[src/rtl/sram_arbiter.sv]
// Two-master sram-like arbiter (fetch + load/store) onto one memory port, with an in-order owner FIFO for response routing.
// Optional macro SRAM_ARB_RR_EN switches the idle grant from fixed data priority to round-robin.
module sram_arbiter #(
    parameter int OST_DEPTH = 4
) (
    input  logic                       clk,
    input  logic                       reset,

    input  logic                       inst_req,
    input  logic                       inst_wr,
    input  logic [1:0]                 inst_size,
    input  logic [3:0]                 inst_wstrb,
    input  logic [31:0]                inst_addr,
    input  logic [31:0]                inst_wdata,
    output logic                       inst_addr_ok,
    output logic                       inst_data_ok,
    output logic [31:0]                inst_rdata,

    input  logic                       data_req,
    input  logic                       data_wr,
    input  logic [1:0]                 data_size,
    input  logic [3:0]                 data_wstrb,
    input  logic [31:0]                data_addr,
    input  logic [31:0]                data_wdata,
    output logic                       data_addr_ok,
    output logic                       data_data_ok,
    output logic [31:0]                data_rdata,

    output logic                       mem_req,
    output logic                       mem_wr,
    output logic [1:0]                 mem_size,
    output logic [3:0]                 mem_wstrb,
    output logic [31:0]                mem_addr,
    output logic [31:0]                mem_wdata,
    input  logic                       mem_addr_ok,
    input  logic                       mem_data_ok,
    input  logic [31:0]                mem_rdata,

    output logic [$clog2(OST_DEPTH):0] ost_cnt,
    output logic                       arb_err
);

    localparam int PTR_W = $clog2(OST_DEPTH);
    localparam logic [PTR_W:0] FULL_CNT = (PTR_W+1)'(OST_DEPTH);

    localparam logic [1:0] IDLE   = 2'd0;
    localparam logic [1:0] LOCK_I = 2'd1;
    localparam logic [1:0] LOCK_D = 2'd2;

    logic [1:0]           state;
    logic [1:0]           state_nxt;
    logic                 idle_grant;
    logic                 grant_d;
    logic                 granted_req;
    logic                 fifo_full;
    logic                 fifo_empty;
    logic                 push;
    logic                 pop;
    logic                 head_owner;
    logic [OST_DEPTH-1:0] owner_mem;
    logic [PTR_W-1:0]     wr_ptr;
    logic [PTR_W-1:0]     rd_ptr;
    logic [PTR_W:0]       cnt;

`ifdef SRAM_ARB_RR_EN
    logic                 last_data;

    // With both requesting, serve whoever did not win the previous handshake.
    assign idle_grant = data_req && (!inst_req || !last_data);
`else
    assign idle_grant = data_req;
`endif

    always_comb begin
        grant_d = idle_grant;
        case (state)
            LOCK_I:  grant_d = 1'b0;
            LOCK_D:  grant_d = 1'b1;
            default: grant_d = idle_grant;
        endcase
    end

    assign granted_req = grant_d ? data_req : inst_req;
    assign fifo_empty  = (cnt == '0);
    // A response popping this cycle frees the head slot, so a full FIFO can still accept.
    assign fifo_full   = (cnt == FULL_CNT) && !mem_data_ok;

    assign mem_req   = granted_req && !fifo_full;
    assign mem_wr    = grant_d ? data_wr    : inst_wr;
    assign mem_size  = grant_d ? data_size  : inst_size;
    assign mem_wstrb = grant_d ? data_wstrb : inst_wstrb;
    assign mem_addr  = grant_d ? data_addr  : inst_addr;
    assign mem_wdata = grant_d ? data_wdata : inst_wdata;

    assign push         = mem_req && mem_addr_ok;
    assign inst_addr_ok = push && !grant_d;
    assign data_addr_ok = push && grant_d;

    assign pop          = mem_data_ok && !fifo_empty;
    assign head_owner   = owner_mem[rd_ptr];
    assign inst_data_ok = pop && !head_owner;
    assign data_data_ok = pop && head_owner;
    assign inst_rdata   = mem_rdata;
    assign data_rdata   = mem_rdata;

    assign ost_cnt = cnt;

    always_comb begin
        state_nxt = state;
        case (state)
            IDLE: begin
                if (mem_req && !mem_addr_ok)
                    state_nxt = grant_d ? LOCK_D : LOCK_I;
            end
            LOCK_I: begin
                if (!inst_req || push)
                    state_nxt = IDLE;
            end
            LOCK_D: begin
                if (!data_req || push)
                    state_nxt = IDLE;
            end
            default: state_nxt = IDLE;
        endcase
    end

    always_ff @(posedge clk) begin
        if (reset) begin
            state   <= IDLE;
            wr_ptr  <= '0;
            rd_ptr  <= '0;
            cnt     <= '0;
            arb_err <= 1'b0;
        end else begin
            state <= state_nxt;
            if (push)
                wr_ptr <= wr_ptr + PTR_W'(1);
            if (pop)
                rd_ptr <= rd_ptr + PTR_W'(1);
            case ({push, pop})
                2'b10:   cnt <= cnt + (PTR_W+1)'(1);
                2'b01:   cnt <= cnt - (PTR_W+1)'(1);
                default: cnt <= cnt;
            endcase
            if (mem_data_ok && fifo_empty)
                arb_err <= 1'b1;
        end
    end

`ifdef SRAM_ARB_RR_EN
    always_ff @(posedge clk) begin
        if (reset)
            last_data <= 1'b0;
        else if (push)
            last_data <= grant_d;
    end
`endif

    always_ff @(posedge clk) begin
        if (push)
            owner_mem[wr_ptr] <= grant_d;
    end

endmodule

[config.mk]
export PLATFORM = sky130hd
export DESIGN_NAME = sram_arbiter
export DESIGN_NICKNAME = d
export VERILOG_FILES = /design/src/rtl/sram_arbiter.sv
export SDC_FILE = /design/constraint.sdc
export NUM_CORES = 1
export LEC_CHECK = 0
export ABC_AREA = 1
export BUFFER_PORTS_ARGS = -buffer_cell sky130_fd_sc_hd__buf_2
export CAP_MARGIN = 20
export CELL_PAD_IN_SITES_DETAIL_PLACEMENT = 1
export CELL_PAD_IN_SITES_GLOBAL_PLACEMENT = 1
export CORE_MARGIN = 10
export CORE_UTILIZATION = 18
export CTS_CLUSTER_SIZE = 25
export DETAILED_ROUTE_END_ITERATION = 8
export PLACE_DENSITY = 0.87
export SYNTH_ARGS = -nofsm -noshare
export SYNTH_HDL_FRONTEND = slang
export SYNTH_SLANG_ARGS = --single-unit
[constraint.sdc]
create_clock -name clk -period 4.42 [get_ports clk]
set_input_delay 0.663 -clock clk [delete_from_list [all_inputs] [get_ports clk]]
set_output_delay 0.663 -clock clk [all_outputs]
set_load 0.01 [all_outputs]
==> Word level (Yosys, flattened, before mapping) <==
Cells that the tools add are included.
Widths: inputs -> output; s select.
{ "totals": {"register_bits": 14, "inputBits": 180, "out_inout_bits": 144, "word_cells": 64} }
{ "op_classes": {"add_sub_neg": 4, "n_lt_le_gt_ge": 3, "n_eq_ne": 8, "muxes": 18, "reduce_logical": 25} }
{ "op_table": {"columns": ["operator", "n"], "rows": [
  ["$mux 32", 2],
  ["$logic_and 1x1->1", 11],
  ["$mux 2", 5],
  ["$logic_not 1->1", 8],
  ["$lt 2x3->1 const B", 2],
  ["$ne 2x2->1 const B", 3],
  ["$pmux 2 s3", 1],
  ["$pmux 3 s2", 1],
  ["$add 2x1->2 const B", 2],
  ["$bwmux 4", 1],
  ["$eq 2x1->1 const B", 2],
  ["$eq 2x2->1 const B", 2],
  ["$mux 1", 4],
  ["$mux 4", 1],
  ["$add 3x1->3 const B", 1],
  ["$eq 3x3->1 const B", 1],
  ["$logic_not 3->1", 1],
  ["$reduce_and 3->1", 1],
  ["$sub 3x1->3 const B", 1],
  ["$bmux 1 s2", 1],
  ["$demux 1 s2", 1],
  ["$ge 2x1->1 const B", 1],
  ["$logic_not 2->1", 1],
  ["$logic_or 1x1->1", 2],
  ["other kinds (2)", 2]
]} }

==> Longest topological paths before layout <==
{ "depth": {"ltp_word": 8, "ltp_mapped": 14, "depth_no_buf": 13} }

==> Least setup slack after synthesis <==
OpenSTA, ideal clock, no wires.
{ "synth_timing": {"path_type": "flip-flop to flip-flop", "start": "register state[0]", "end": "register cnt[2], in the netlist ost_cnt[2]", "setup_time_ns": 0.122, "t_arrival_ns": 2.100, "required_time_ns": 4.298, "slack_ns": 2.198, "path_stages_with_launch": 14, "n_path_buf": 1, "period_less_slack_ns": 2.222, "cell_sequence": "dfxtp_1 inv_1 ha_1 nand2_1 nand3_2 nand4_4 buf_6 ha_1 inv_1 fa_1 a21oi_1 o21ai_0 o21ai_0 a21oi_1"} }
{ "synth_between": {"elab_chain_len": 7, "word_cells_on_any_way": 10, "classes_between": "eq/ne: 4; mux: 3; reduce/logical: 3"} }
{ "synth_rtl": {"columns": ["element", "line", "text"], "rows": [
  ["start: declaration", "50", "logic [1:0] state;"],
  ["start signal: assignment", "135", "state <= state_nxt;"],
  ["$eq 2x2->1 or $eq 2x1->1 (tied branches)", "76", "case (state)"],
  ["$pmux 1 s2 *", "76", null],
  ["$mux 1 *", "83", "assign granted_req = grant_d ? data_req : inst_req;"],
  ["$logic_and 1x1->1 *", "88", "assign mem_req = granted_req && !fifo_full;"],
  ["$logic_and 1x1->1 *", "95", "assign push = mem_req && mem_addr_ok;"],
  ["$eq 2x1->1 or $eq 2x2->1 (tied branches)", "140", "case ({push, pop})"],
  ["$pmux 3 s2 or $reduce_bool 2->1 (tied branches)", null, null],
  ["end signal: assignment", "141", "2'b10: cnt <= cnt + (PTR_W+1)'(1);"],
  ["end signal: assignment", "142", "2'b01: cnt <= cnt - (PTR_W+1)'(1);"],
  ["end signal: assignment", "143", "default: cnt <= cnt;"],
  ["end: declaration", "63", "logic [PTR_W:0] cnt;"]
]} }
Every way passes the cells marked *; elsewhere a longest branch is shown, timed or not.
A chain may end at the register's enable or synchronous reset.

==> Final worst setup path <==
{ "layout_timing": {"start": "register state[0]", "end": "output mem_addr[31]"} }
{ "layout_between": {"elab_chain_len": 3, "word_cells_on_any_way": 4, "classes_between": "eq/ne: 2; mux: 2"} }
{ "layout_rtl": {"columns": ["element", "line", "text"], "rows": [
  ["$eq 2x2->1 or $eq 2x1->1 (tied branches)", "76", null],
  ["$pmux 1 s2 *", "76", null],
  ["$mux 32 *", "92", "assign mem_addr = grant_d ? data_addr : inst_addr;"],
  ["end: declaration", "33", "output logic [31:0] mem_addr,"]
]} }
Marked as above.

==> metrics.txt <==
outcome=completed; CP Class=reg2out; Peak Freq=335 MHz; RSZ-0062 raised after global routing=false; antenna fix cells=0; leading area contributor after synthesis=nand2_1; vias post-DR=2876; Critical Path Max Stage Delay=0.49 ns; Worst-path clk slew=0.05 ns; CP max-delay cell=inv_2; CP arrival=2.32 ns; Port Buffers=227; via count of the first global-routing pass=3052; post-synth top area share=37.4%; top cells by area, synth=nand2_1, buf_4, dfxtp_1, edfxtp_1, ha_1; die area=17400 um^2; DRT iter0 DRCs=102; Starting Density=18.6%; RePlAce Congestion=0.897; CTS tree=yes; # nets final=742; cell family with most CP delay=buffers and inverters; cts bufs inserted=3; required time of the critical path=3.76 ns; CTS H-tree depth=1; crit path cell chain=inv_1, ha_1, nand2_1, nand2_2, inv_2, buf_12, nand2_1, nand2_1, buf_2; Peak VDD IR=0.254 mV; warning count from the yosys run=0; post-route ant nets=0; grt total ovfl=0; core footprint=12100 um^2; switch share=55.6%; TritonRoute pass-1 iters=4; P_int=0.000853 W; met3 usage=4.34%; Hold Crit Class=reg2reg; Psw=0.00107 W; # clock sinks=14; Skew-Pair Late Insertion Delay=0.25 ns; worst hold slack=0.449 ns; gr busiest metal=met2; Post-Syn Area=2250 um^2; Total Routed Length=11000 um; crit path buf inv count=4; setup tns final=0 ns; cells after synthesis=400; CTS Buffer Depth=2; Power Density=618 nW/um^2; PostCTS Resize Cnt=0; met1 usage=12.6%; part of the Yosys area used for sequential elements=14.2%; Worst setup EP type=primary output; Slew Viols, Final=0; synthesized flop and latch total=14; # DRC=0; Slew HR=48.8%; syn_nets=589; Gate power share=80.5%; All-Layer GR Usage=11.8%; clock root cell=clkbuf_16; sequential power share=10.5%; leakage power=1.98 nW; Hold Fails Final Rpt=0; skew final=0.00414 ns; Slew @ Worst Pin=0.769 ns; mean area per synthesized cell=5.63 um^2; commonest non-fill, non-tap cell in the layout=buf_2; I/O pin count=324; die outline width=132 um; share of cells above drive strength 1=44.7%; max cap viols=0; count of hold buffers inserted by post-cts repair=0; most frequent cells in the layout=buf_2, nand2_1, inv_1, nor2_1, a21oi_1; met2 Track Usage GR=21.1%; Via density=3.99; Die Ht=132 um; Post-CTS Setup Inserts=0; FP Rows=40; CP Launch Type=flop; drt wl/cell=15.3 um; detailed placer's ending HPWL=9610 um; Final Cycle Share=67.5%; largest net degree at the start of global routing=77; initial antenna violation count=0; min Tclk post-route=2.98 ns; Clock power frac=9.0%; count of cell types in the netlist=25; first-pass GRT wire length=16900 um; CP dominant cell by count=nand2_1; layout overhead on the synthesized area=38.1%; final setup vio count=0; largest fanout on the critical path=39
-- worst min-delay path: cells and delay by family, from the launching register on --
kind | cells | cell delay [ns]
flip-flops | 1 | 0.30
buffers and inverters | 1 | 0.05
AO/OA/AOI/OAI | 1 | 0.05
-- final timing paths --
kind	slack, ns	from	endpoint	cells past startpoint
worst max-delay path	1.44	state[0]	mem_addr[31]	9
worst min-delay path	0.45	arb_err	arb_err	2
worst max register to register	1.96	state[0]	ost_cnt[2]	12
worst min register to register	0.45	arb_err	arb_err	2
-- cell families (layout without fill, tap and decap cells) --
family	Yosys count	in the layout	synth area share, %
AOI/OAI and AO/OA	20	20	5.28
buffers and inverters	105	257	30.5
DFF	14	14	14.2
and+or+nand+nor	252	252	44.6
adders and majority gates	9	9	5.34
-- layout make-up --
type / instances / area (um^2)
Clock buffer: 3 / 75.1
Clock inverter: 1 / 3.75
Fill cell: 1675 / 9000
Inverter: 24 / 90.1
Multi-Input combinational cell: 281 / 1250
Sequential cell: 14 / 320
Tap cell: 168 / 210
Timing Repair Buffer: 229 / 1160
-- Yosys cell counts (all sizes together) --
| master | number |
|---|---|
| and3 | 1 |
| edfxtp | 4 |
| inv | 24 |
| a21oi | 11 |
| a21boi | 1 |
| fa | 1 |
| dfxtp | 10 |
| nand2 | 229 |
| ha | 8 |
| nor2 | 16 |
| o21ai | 6 |
| buf | 81 |
| nand4 | 2 |
| nand3 | 4 |
| a32oi | 1 |
| a22o | 1 |
-- power by group through the flow --
stage	clock, W	sequential, W	combinational [W]
floorplan	0	0.000205	0.00104
global placement	0	0.000201	0.00156
detailed placement	0	0.000204	0.00159
CTS	0.000179	0.000202	0.00160
global route	0.000185	0.000205	0.00176
finish	0.000174	0.000201	0.00155
-- per-stage QoR --
step                setup slack [ns]  cells  util, %  cell area [um^2]  total power [W]
detailed placement              1.63    716     25.0              3030          0.00180
finish                          1.44    720     25.7              3110          0.00192
CTS                             1.36    720     25.7              3110          0.00198
global placement                1.69    716     25.0              3030          0.00176
floorplan                       2.20    400        -              2250          0.00125
global route                    1.26    720     25.7              3110          0.00215
-- state kept, by name, indices dropped and copies added (netlist names) --
name and count:
ost_cnt 3, wr_ptr 2, state 2, rd_ptr 2
owner_mem 4, arb_err 1
-- routing by layer --
metal  part of all wire [%]  routed length, um  vias to the layer above
li1                       -                  -                     1440
met1                     38               4250                     1253
met2                     50               5470                      141
met3                    9.2               1010                       42
met4                    2.8                310                        0
met5                      0                  0                        -
Note: power is estimated with default switching activity, not from simulation.
